===== src/rtl/jpeg_pkg.sv =====
// Shared JPEG constants: zig-zag scan table, code-byte layout and decoder FSM states.
package jpeg_pkg;
  localparam int BLOCK_N      = 64;
  localparam int CODE_W       = 8;
  localparam int VALUE_W      = 7;
  localparam int RUN_FLAG_BIT = 7;
  localparam int MAT_W        = BLOCK_N * CODE_W;

  typedef enum logic [1:0] {
    ST_IDLE,
    ST_DECODE,
    ST_DONE
  } state_t;

  // Zig-zag index k -> row-major position within the 8x8 block.
  localparam logic [5:0] ZIGZAG [BLOCK_N] = '{
    6'd0,  6'd1,  6'd8,  6'd16, 6'd9,  6'd2,  6'd3,  6'd10,
    6'd17, 6'd24, 6'd32, 6'd25, 6'd18, 6'd11, 6'd4,  6'd5,
    6'd12, 6'd19, 6'd26, 6'd33, 6'd40, 6'd48, 6'd41, 6'd34,
    6'd27, 6'd20, 6'd13, 6'd6,  6'd7,  6'd14, 6'd21, 6'd28,
    6'd35, 6'd42, 6'd49, 6'd56, 6'd57, 6'd50, 6'd43, 6'd36,
    6'd29, 6'd22, 6'd15, 6'd23, 6'd30, 6'd37, 6'd44, 6'd51,
    6'd58, 6'd59, 6'd52, 6'd45, 6'd38, 6'd31, 6'd39, 6'd46,
    6'd53, 6'd60, 6'd61, 6'd54, 6'd47, 6'd55, 6'd62, 6'd63
  };
endpackage


===== src/rtl/zigzag_lut.sv =====
// Combinational zig-zag lookup: coefficient index k -> row-major position.
module zigzag_lut
  import jpeg_pkg::*;
(
  input  logic [5:0] k,
  output logic [5:0] pos
);

  assign pos = ZIGZAG[k];

endmodule


===== src/rtl/rle_zigzag_decode.sv =====
// Run-length + zig-zag decoder: expands 64 code bytes into an 8x8 row-major block, one coefficient per clock.
// Optional macro RLE_DEC_ERR_EN adds the err port and malformed-stream detection.
module rle_zigzag_decode
  import jpeg_pkg::*;
(
  input  logic             Clock,
  input  logic             reset,
  input  logic             Enable,
  input  logic [MAT_W-1:0] C,
  output logic [MAT_W-1:0] A,
  output logic             done
`ifdef RLE_DEC_ERR_EN
  ,
  output logic             err
`endif
);

  localparam logic [6:0] P_END = 7'd64;

  state_t             state_q, state_d;
  logic [MAT_W-1:0]   code_buf_q;
  logic [MAT_W-1:0]   work_q;
  logic [6:0]         k_q, p_q, rem_q;
  logic [6:0]         p_d, rem_d;
  logic [CODE_W-1:0]  code;
  logic [CODE_W-1:0]  wr_val;
  logic [5:0]         pos;
`ifdef RLE_DEC_ERR_EN
  logic               malformed;
  logic               err_q;
`endif

  zigzag_lut u_lut (
    .k   (k_q[5:0]),
    .pos (pos)
  );

  assign code = code_buf_q[{p_q[5:0], 3'b000} +: CODE_W];
  assign done = (state_q == ST_DONE);
`ifdef RLE_DEC_ERR_EN
  assign err  = err_q;
`endif

  always_ff @(posedge Clock) begin
    if (reset) state_q <= ST_IDLE;
    else       state_q <= state_d;
  end

  always_comb begin
    state_d = state_q;
    case (state_q)
      ST_IDLE:   if (Enable) state_d = ST_DECODE;
      ST_DECODE: begin
        if (!Enable)      state_d = ST_IDLE;
        else if (k_q[6])  state_d = ST_DONE;
      end
      ST_DONE:   if (!Enable) state_d = ST_IDLE;
      default:   state_d = ST_IDLE;
    endcase
  end

  // Per-coefficient decode step: a pending run takes priority over the next code byte.
  always_comb begin
    wr_val = '0;
    p_d    = p_q;
    rem_d  = rem_q;
`ifdef RLE_DEC_ERR_EN
    malformed = 1'b0;
`endif
    if (rem_q != 7'd0) begin
      rem_d = rem_q - 7'd1;
      if (rem_q == 7'd1) p_d = p_q + 7'd1;
    end else if (p_q == P_END) begin
`ifdef RLE_DEC_ERR_EN
      malformed = 1'b1;
`endif
    end else if (!code[RUN_FLAG_BIT]) begin
      wr_val = {1'b0, code[VALUE_W-1:0]};
      p_d    = p_q + 7'd1;
    end else if (code[VALUE_W-1:0] <= 7'd1) begin
      // Zero-length runs decode as a single zero.
      p_d = p_q + 7'd1;
`ifdef RLE_DEC_ERR_EN
      malformed = (code[VALUE_W-1:0] == 7'd0);
`endif
    end else begin
      rem_d = code[VALUE_W-1:0] - 7'd1;
    end
  end

  always_ff @(posedge Clock) begin
    if (reset) begin
      code_buf_q <= '0;
      work_q     <= '0;
      A          <= '0;
      k_q        <= '0;
      p_q        <= '0;
      rem_q      <= '0;
`ifdef RLE_DEC_ERR_EN
      err_q      <= 1'b0;
`endif
    end else begin
      case (state_q)
        ST_IDLE: if (Enable) begin
          code_buf_q <= C;
          work_q     <= '0;
          k_q        <= '0;
          p_q        <= '0;
          rem_q      <= '0;
`ifdef RLE_DEC_ERR_EN
          err_q      <= 1'b0;
`endif
        end
        ST_DECODE: if (Enable) begin
          if (!k_q[6]) begin
            work_q[{pos, 3'b000} +: CODE_W] <= wr_val;
            k_q   <= k_q + 7'd1;
            p_q   <= p_d;
            rem_q <= rem_d;
`ifdef RLE_DEC_ERR_EN
            if (malformed) err_q <= 1'b1;
`endif
          end else begin
            // Publish the whole block at once; leftover run length means the run overshot.
            A <= work_q;
`ifdef RLE_DEC_ERR_EN
            if (rem_q != 7'd0) err_q <= 1'b1;
`endif
          end
        end
        default: ;
      endcase
    end
  end

endmodule


===== config.mk =====
export PLATFORM = sky130hd
export DESIGN_NAME = rle_zigzag_decode
export DESIGN_NICKNAME = d
export VERILOG_FILES = /design/src/rtl/jpeg_pkg.sv /design/src/rtl/zigzag_lut.sv /design/src/rtl/rle_zigzag_decode.sv
export SDC_FILE = /design/constraint.sdc
export NUM_CORES = 2
export LEC_CHECK = 0
export BUFFER_PORTS_ARGS = -buffer_cell sky130_fd_sc_hd__buf_2
export CORE_AREA = 3 3 398 400
export CTS_BUF_LIST = sky130_fd_sc_hd__clkbuf_8
export CTS_CLUSTER_SIZE = 20
export DETAILED_ROUTE_END_ITERATION = 16
export DIE_AREA = 0 0 401 403
export SLEW_MARGIN = 10
export SYNTH_ARGS = -nofsm -noshare
export SYNTH_HDL_FRONTEND = slang
export SYNTH_SLANG_ARGS = --single-unit

===== constraint.sdc =====
create_clock -name Clock -period 4.2 [get_ports Clock]
set_input_delay 0.42 -clock Clock [delete_from_list [all_inputs] [get_ports Clock]]
set_output_delay 0.42 -clock Clock [all_outputs]
set_load 0.005 [all_outputs]

# Word-level counts from Yosys, hierarchy flattened
# Memory sizes are Yosys's and may differ from the RTL's.
# Index checks and enable logic that the tools add are counted.
[totals] memories=1 out_inout_bits=513 mem_bits_ro=384 ff_bits=1559
[memory_table] name="(name not given)" words=64 word_bits=6 read_ports=1 rd_clocked_by_memory_dff=0 wr=0 line_no="zigzag_lut.sv:9" source="assign pos = ZIGZAG[k];"
[op_classes] mux=34 n_reduce_logical=10 eq_ne=14 n_bitwise=1 order_cmp=2 addsub=5 shift=3
[op_table] operator="$mux 512" count=3
[op_table] operator="$pmux 512 s2" count=1
[op_table] operator="$bwmux 512" count=1
[op_table] operator="$shift 8x11->512 const A" count=1
[op_table] operator="$shiftx 512x10->8" count=1
[op_table] operator="$shiftx 8x11->512" count=1
[op_table] operator="$mux 7" count=19
[op_table] operator="$pmux 7 s2" count=3
[op_table] operator="$ne 3x3->1 const B" count=5
[op_table] operator="$add 7x1->7 const B" count=2
[op_table] operator="$reduce_and 7->1" count=2
[op_table] operator="$sub 7x1->7 const B" count=2
[op_table] operator="$mux 6" count=2
[op_table] operator="$neg 9->11" count=1
[op_table] operator="$reduce_and 3->1" count=3
[op_table] operator="$mux 2" count=4
[op_table] operator="$ne 2x2->1 const B" count=4
[op_table] operator="$eq 7x1->1 const B" count=1
[op_table] operator="$eq 7x7->1 const B" count=1
[op_table] operator="$ge 7x7->1 const B" count=1
[op_table] operator="$le 7x1->1 const B" count=1
[op_table] operator="$not 6->7" count=1
[op_table] operator="$reduce_bool 7->1" count=1
[op_table] operator="$pmux 2 s3" count=1
[op_table] operator="7 further kinds" count=7

# Logic depth before layout (Yosys ltp)
[logic_depth] depth_word=10 ltp_mapped=20 mapped_depth_nobuf=15

# Modules after synthesis
# From an unflattened synthesis, not the netlist that was laid out.
[hier_totals] hier_cells=6619 hier_area_um2=55299.3
[modules_own_cells] mod="rle_zigzag_decode" n_inst=1 seq_area_each_um2=28647.5 cells_per_inst=6519 area_each_um2=54544.8
[modules_own_cells] mod="zigzag_lut" n_inst=1 seq_area_each_um2=0.0 cells_per_inst=100 area_each_um2=754.5

# Worst setup path after synthesis
# Ideal clock, no wire load.
[synth_timing] path_kind="reg2reg" from="register k_q[1]" to="register work_q[260]" path_slack_ns=0.205 t_arrival_ns=3.878 period_less_slack_ns=3.995 path_stages_with_launch=18 setup_ns=0.117 cell_sequence="dfxtp_1 inv_1 ha_1 buf_2 inv_1 o211ai_1 and2_1 mux4_2 inv_1 buf_2 ha_1 inv_1 xnor2_1 nand2_1 nor3_1 nand2_1 o31a_1 a22o_1"
[synth_via] elab_chain_cells=10
[synth_lines] item="start, declared" line_no="rle_zigzag_decode.sv:23" source="logic [6:0] k_q, p_q, rem_q;"
[synth_lines] item="start signal, assigned" line_no="rle_zigzag_decode.sv:117" source="k_q <= k_q + 7'd1;"
[synth_lines] item="$not 6->7 (not written as such) (*)" line_no="zigzag_lut.sv:9"
[synth_lines] item="$mem_v2 64x6 (*)"
[synth_lines] item="$mux 6 (not written as such) (*) (2 in a row)" line_no="zigzag_lut.sv:9"
[synth_lines] item="$neg 9->11 (*)" line_no="rle_zigzag_decode.sv:116" source="work_q[{pos, 3'b000} +: CODE_W] <= wr_val;"
[synth_lines] item="$shiftx 8x11->512 or $shift 8x11->512 (tied branches)" line_no="rle_zigzag_decode.sv:116"
[synth_lines] item="$bwmux 512 (*)" line_no="rle_zigzag_decode.sv:116"
[synth_lines] item="$mux 512 (*)" line_no="rle_zigzag_decode.sv:115" source="if (!k_q[6]) begin"
[synth_lines] item="$mux 512 (*)" line_no="rle_zigzag_decode.sv:114" source="ST_DECODE: if (Enable) begin"
[synth_lines] item="$pmux 512 s2 (*)" line_no="rle_zigzag_decode.sv:103" source="case (state_q)"
[synth_lines] item="end signal, assigned by index" line_no="rle_zigzag_decode.sv:116"
[synth_lines] item="end, declared" line_no="rle_zigzag_decode.sv:22" source="logic [MAT_W-1:0] work_q;"
# Every way passes the cells marked *; elsewhere a longest branch is shown, timed or not. The select of a mux whose other input is x is not followed.
# A chain may end at the register's enable or synchronous reset.

# Worst setup path in the final report
[layout_timing] from="register k_q[0]" to="register work_q[234]"
# The elaborated chain is that of the path after synthesis.

==> impl_results.html <==
<table>
<tr><th>Metric</th><th>Value</th></tr>
<tr><th colspan="2">Outcome</th></tr>
<tr><td>Status</td><td>completed</td></tr>
<tr><th colspan="2">Placement</th></tr>
<tr><td>Number of buffer cells added on primary ports</td><td>approximately 960</td></tr>
<tr><td>Routability Congestion</td><td>between 0.9 and 1</td></tr>
<tr><td>Instance count after placement with tap cells included</td><td>about 9000</td></tr>
<tr><td>HPWL reported at the end of detailed placement</td><td>about 170000 um</td></tr>
<tr><th colspan="2">Power and ir drop</th></tr>
<tr><td>Net switching power</td><td>approximately 8 mW</td></tr>
<tr><td>Sw frac</td><td>0.263</td></tr>
<tr><td>Total power after layout</td><td>around 30 mW</td></tr>
<tr><td>Combinational Power Share</td><td>0.094</td></tr>
<tr><td>Clock power share</td><td>0.438</td></tr>
<tr><td>Power share of the sequential group</td><td>0.469</td></tr>
<tr><td>Cell area power density</td><td>roughly 410 mW/mm^2</td></tr>
<tr><td>Internal power consumption</td><td>between 20 and 25 mW</td></tr>
<tr><td>Leakage</td><td>slightly below 30 nW</td></tr>
<tr><td>Worst-case vdd ir drop</td><td>about 280 uV</td></tr>
<tr><th colspan="2">Worst setup path</th></tr>
<tr><td>Data required time at the worst endpoint</td><td>about 5 ns</td></tr>
<tr><td>Crit path DAT</td><td>slightly below 5 ns</td></tr>
<tr><td>CP startpoint kind</td><td>flip-flop</td></tr>
<tr><td>Longest individual stage delay on the worst path</td><td>between 0.4 and 0.5 ns</td></tr>
<tr><td>Maximum fanout along the worst path</td><td>8</td></tr>
<tr><td>FF-to-FF path depth</td><td>15</td></tr>
<tr><td>CP Capture Type</td><td>flip-flop</td></tr>
<tr><td>Critical setup path kind</td><td>flip-flop to flip-flop</td></tr>
<tr><td>Setup slack on the worst flop-to-flop path</td><td>~0.15 ns</td></tr>
<tr><td>Cell type with the highest occurrence count on the critical path</td><td>inv_1</td></tr>
<tr><td>Reg2Reg Capture Point</td><td>work_q[234]</td></tr>
<tr><td>Worst path slowest cell</td><td>mux4_2</td></tr>
<tr><td>Startpoint of the most critical register-to-register path</td><td>k_q[0]</td></tr>
<tr><td>Cells traversed along the worst timing path</td><td>inv_2 -&gt; ha_1 -&gt; inv_1 -&gt; o211ai_1 -&gt; and2_1 -&gt; mux4_2 -&gt; inv_1 -&gt; ha_1 -&gt; inv_1 -&gt; nor4_1 -&gt; a41oi_1 -&gt; nor2_2 -&gt; buf_4 -&gt; a21oi_1 -&gt; a32o_1</td></tr>
<tr><th colspan="2">CTS</th></tr>
<tr><td>Clock transition at the registers of the reported paths</td><td>approximately 0.060 ns</td></tr>
<tr><td>Maximum root-to-sink buffer count</td><td>3</td></tr>
<tr><td>Root buffer selected by CTS</td><td>clkbuf_8</td></tr>
<tr><td>H-tree level count</td><td>4</td></tr>
<tr><td>Number of buffers added by the clock tree synthesis step</td><td>233</td></tr>
<tr><td>Clock tree from TritonCTS</td><td>done</td></tr>
<tr><td>Clock insertion delay at the later pin of the skew report</td><td>between 0.9 and 1 ns</td></tr>
<tr><td>Number of clock sinks</td><td>between 1000 and 1500</td></tr>
<tr><th colspan="2">Global routing</th></tr>
<tr><td>Wire length of the first global-routing pass</td><td>approximately 340000 um</td></tr>
<tr><td>Number of antenna violations at the first check in global routing</td><td>22</td></tr>
<tr><td>Number of global-route vias before repair</td><td>around 52000</td></tr>
<tr><td>Pin count of the biggest net entering global routing</td><td>229</td></tr>
<tr><td>Total global routing overflow</td><td>0</td></tr>
<tr><td>Global-route usage over all layers</td><td>0.283</td></tr>
<tr><th colspan="2">Run</th></tr>
<tr><td>Max capacitance violation total</td><td>0</td></tr>
<tr><th colspan="2">Synth</th></tr>
<tr><td>Share of synthesized area occupied by flip-flops and latches</td><td>0.522</td></tr>
<tr><td>Dominant cells by area after synthesis</td><td>dfxtp_1, nand2_1, a21oi_1</td></tr>
<tr><td>Post-synthesis instance area</td><td>approximately 0.055 mm^2</td></tr>
<tr><td>Top-area cell type share of the netlist area</td><td>0.522</td></tr>
<tr><td>Syn Area/Cell</td><td>between 8 and 9 um^2</td></tr>
<tr><td>Post-synthesis cell type count</td><td>92</td></tr>
<tr><td>Cells after synthesis</td><td>~6300</td></tr>
<tr><td>Total of flip-flops plus latches after synthesis</td><td>1431</td></tr>
<tr><td>Largest area contributor in the synthesized netlist</td><td>dfxtp_1</td></tr>
<tr><td>Count of warnings emitted by yosys</td><td>0</td></tr>
<tr><td>Main flop type after synthesis</td><td>dfxtp_1</td></tr>
<tr><td>Share of flip-flops with an asynchronous set or reset after synthesis</td><td>0</td></tr>
<tr><td>Number of enable flip-flop cells after synthesis</td><td>0</td></tr>
<tr><th colspan="2">Layout</th></tr>
<tr><td>Combined area of the multi-input logic cells</td><td>about 0.024 mm^2</td></tr>
<tr><td>Storage cell area</td><td>0.0287 mm^2</td></tr>
<tr><td>Most common cell after layout, fill and taps aside</td><td>nand2_1</td></tr>
<tr><td>Most used cells in the layout excluding fill and tap cells</td><td>nand2_1, dfxtp_1, a21oi_1</td></tr>
<tr><td>Non-filler cells, final</td><td>9948</td></tr>
<tr><td>Share of layout cells above drive strength 1</td><td>0.221</td></tr>
<tr><td>Layout-stage area growth over the synthesis result</td><td>32.2%</td></tr>
<tr><td>Number of nets in the layout</td><td>approximately 8200</td></tr>
<tr><td>Fillers</td><td>14800</td></tr>
<tr><th colspan="2">Drt</th></tr>
<tr><td>Via-to-Cell Ratio</td><td>roughly 5.4</td></tr>
<tr><td>Iteration count of the initial detailed-routing pass</td><td>8</td></tr>
<tr><td>Post-detailed-route wirelength per cell</td><td>around 24 um</td></tr>
<tr><td>Detailed Route WL</td><td>around 240000 um</td></tr>
<tr><td>Post-route DRC violation count</td><td>0</td></tr>
<tr><td>Antenna violation net count after detailed routing</td><td>0</td></tr>
<tr><td>Total number of vias</td><td>about 53000</td></tr>
<tr><td>Violation count after the first detailed-routing iteration</td><td>approximately 4700</td></tr>
<tr><th colspan="2">Die</th></tr>
<tr><td>Row count</td><td>145</td></tr>
<tr><td>Die height</td><td>roughly 400 um</td></tr>
<tr><td>Floorplan Core Area</td><td>0.156 mm^2</td></tr>
<tr><td>Num ports</td><td>approximately 1000</td></tr>
<tr><td>Area of the die</td><td>0.162 mm^2</td></tr>
<tr><td>Horizontal die dimension</td><td>roughly 400 um</td></tr>
<tr><td>Starting utilization of the core area</td><td>0.353</td></tr>
<tr><th colspan="2">Timing</th></tr>
<tr><td>Setup repair after global routing missed its margin</td><td>true</td></tr>
<tr><td>Final max-slew violation count</td><td>0</td></tr>
<tr><td>Count of final hold-check violations</td><td>0</td></tr>
<tr><td>Setup clock skew after layout</td><td>0.0934 ns</td></tr>
<tr><td>Finish-stage setup viols</td><td>0</td></tr>
<tr><td>Transition time at the pin with the least slew margin</td><td>1.23 ns</td></tr>
<tr><td>Max Freq</td><td>between 200 and 250 MHz</td></tr>
<tr><td>Final hold slack</td><td>approximately 0.22 ns</td></tr>
<tr><td>Post-route minimum period</td><td>4.05 ns</td></tr>
<tr><td>Final critical-path share of the clock period</td><td>0.965</td></tr>
<tr><td>Max-Slew Margin vs Limit</td><td>0.179</td></tr>
<tr><th colspan="2">Min path</th></tr>
<tr><td>Worst hold path startpoint</td><td>C[362]</td></tr>
<tr><td>Cell depth of the worst min-delay path</td><td>4</td></tr>
<tr><td>Class of the tightest hold or removal check</td><td>primary input to flip-flop</td></tr>
<tr><td>Hold EP</td><td>code_buf_q[362]</td></tr>
</table>
==> state kept, by name, indices dropped and copies added, names as in the netlist <==
| register | cells |
|---|---|
| A | 448 |
| state_q | 2 |
| work_q | 448 |
| k_q | 7 |
| p_q | 7 |
| code_buf_q | 512 |
| rem_q | 7 |
==> how the worst max path moves through the flow <==
stage                start          end  slack, ns  depth (start not counted)
CTS                 k_q[0]  work_q[234]       0.03                         15
finish              k_q[0]  work_q[234]       0.15                         15
global placement    p_q[2]  work_q[309]      -0.21                         12
floorplan           k_q[1]  work_q[260]       0.21                         17
detailed placement  p_q[2]  work_q[309]      -0.27                         12
global route        k_q[0]  work_q[234]      -0.10                         15
==> stage by stage <==
| stage | setup slack (ns) | instance area, um^2 | TNS, ns | utilization |
|---|---|---|---|---|
| 2_1_floorplan | 0.205 | 55100 | 0 | - |
| 3_5_place_dp | -0.269 | 62100 | -8.64 | 0.399 |
| 3_3_place_gp | -0.210 | 62100 | -5.26 | 0.399 |
| 5_1_grt | -0.101 | 72600 | -1.08 | 0.466 |
| 4_1_cts | 0.0320 | 72400 | 0 | 0.465 |
| 6_report | 0.146 | 72600 | 0 | 0.466 |
==> cell type report <==
type,instances,share of cell area
sequential,1431,0.395
multi-input combinational,4316,0.332
timing repair buffer,1676,0.165
clock buffer,294,0.0557
tap,2058,0.0355
clock inverter,130,0.0150
inverter,29,0.00150
antenna,14,0.000483
==> Yosys cell counts (all sizes together), types with 15 or more instances <==
| master | instances |
|---|---|
| nand2 | 2061 |
| dfxtp | 1431 |
| a21oi | 1001 |
| clkbuf | 391 |
| a22o | 259 |
| buf | 170 |
| nor2 | 107 |
| mux4 | 104 |
| a32o | 103 |
| o21ai | 71 |
| mux2i | 70 |
| a22oi | 61 |
| nand3 | 49 |
| a31oi | 41 |
| nor3 | 33 |
| and2 | 29 |
| inv | 28 |
| nor2b | 23 |
| ha | 19 |
| and3 | 17 |
| nand4 | 16 |
| o211ai | 15 |
| xnor2 | 15 |
==> cells by family after synthesis <==
group | Yosys count | synth area share
flops | 1431 | 0.522
fa+ha+maj | 19 | 0.00433
simple gates | 2392 | 0.175
xor+xnor | 18 | 0.00287
buf+inv | 590 | 0.0489
mux | 188 | 0.0583
compound gates | 1635 | 0.188
other cells | 1 | 0.0000683
==> what timing repair did <==
| item | in CTS | in global routing |
|---|---|---|
| resized for setup | 3 | 23 |
| hold buffers | 514 | 0 |
| pin swaps | 0 | 1 |
| setup endpoints to repair | 72 | 215 |
| endpoints found under the hold margin | 533 | 0 |
| setup buffers | 0 | 5 |
| gates cloned | 0 | 0 |
==> power groups by stage <==
| stage | logic (mW) | clock network [mW] | registers, mW |
|---|---|---|---|
| floorplan | 1.38 | 0 | 14.3 |
| detailed placement | 2.37 | 0 | 14.3 |
| global route | 2.99 | 13.9 | 14.1 |
| CTS | 2.76 | 13.3 | 14.0 |
| finish | 2.80 | 13.1 | 14.0 |
| global placement | 2.36 | 0 | 14.3 |
==> worst max-delay path, delay by kind of cell, from the launching register on <==
kind	cells	cell delay, ns
buffers and inverters	5	0.62
and+or+nand+nor	3	0.97
muxes	1	0.48
DFF	1	0.36
AOI/OAI and AO/OA	4	0.90
adders and majority gates	2	0.64
==> metal layers <==
metal	wire length, um	share of wire	global-route usage
met1	94600	0.39	0.345
met2	111000	0.46	0.462
met3	18900	0.079	0.0591
met4	15700	0.065	0.172
met5	48	0.00020	0
No activity file was read; power rests on OpenSTA's default activity.
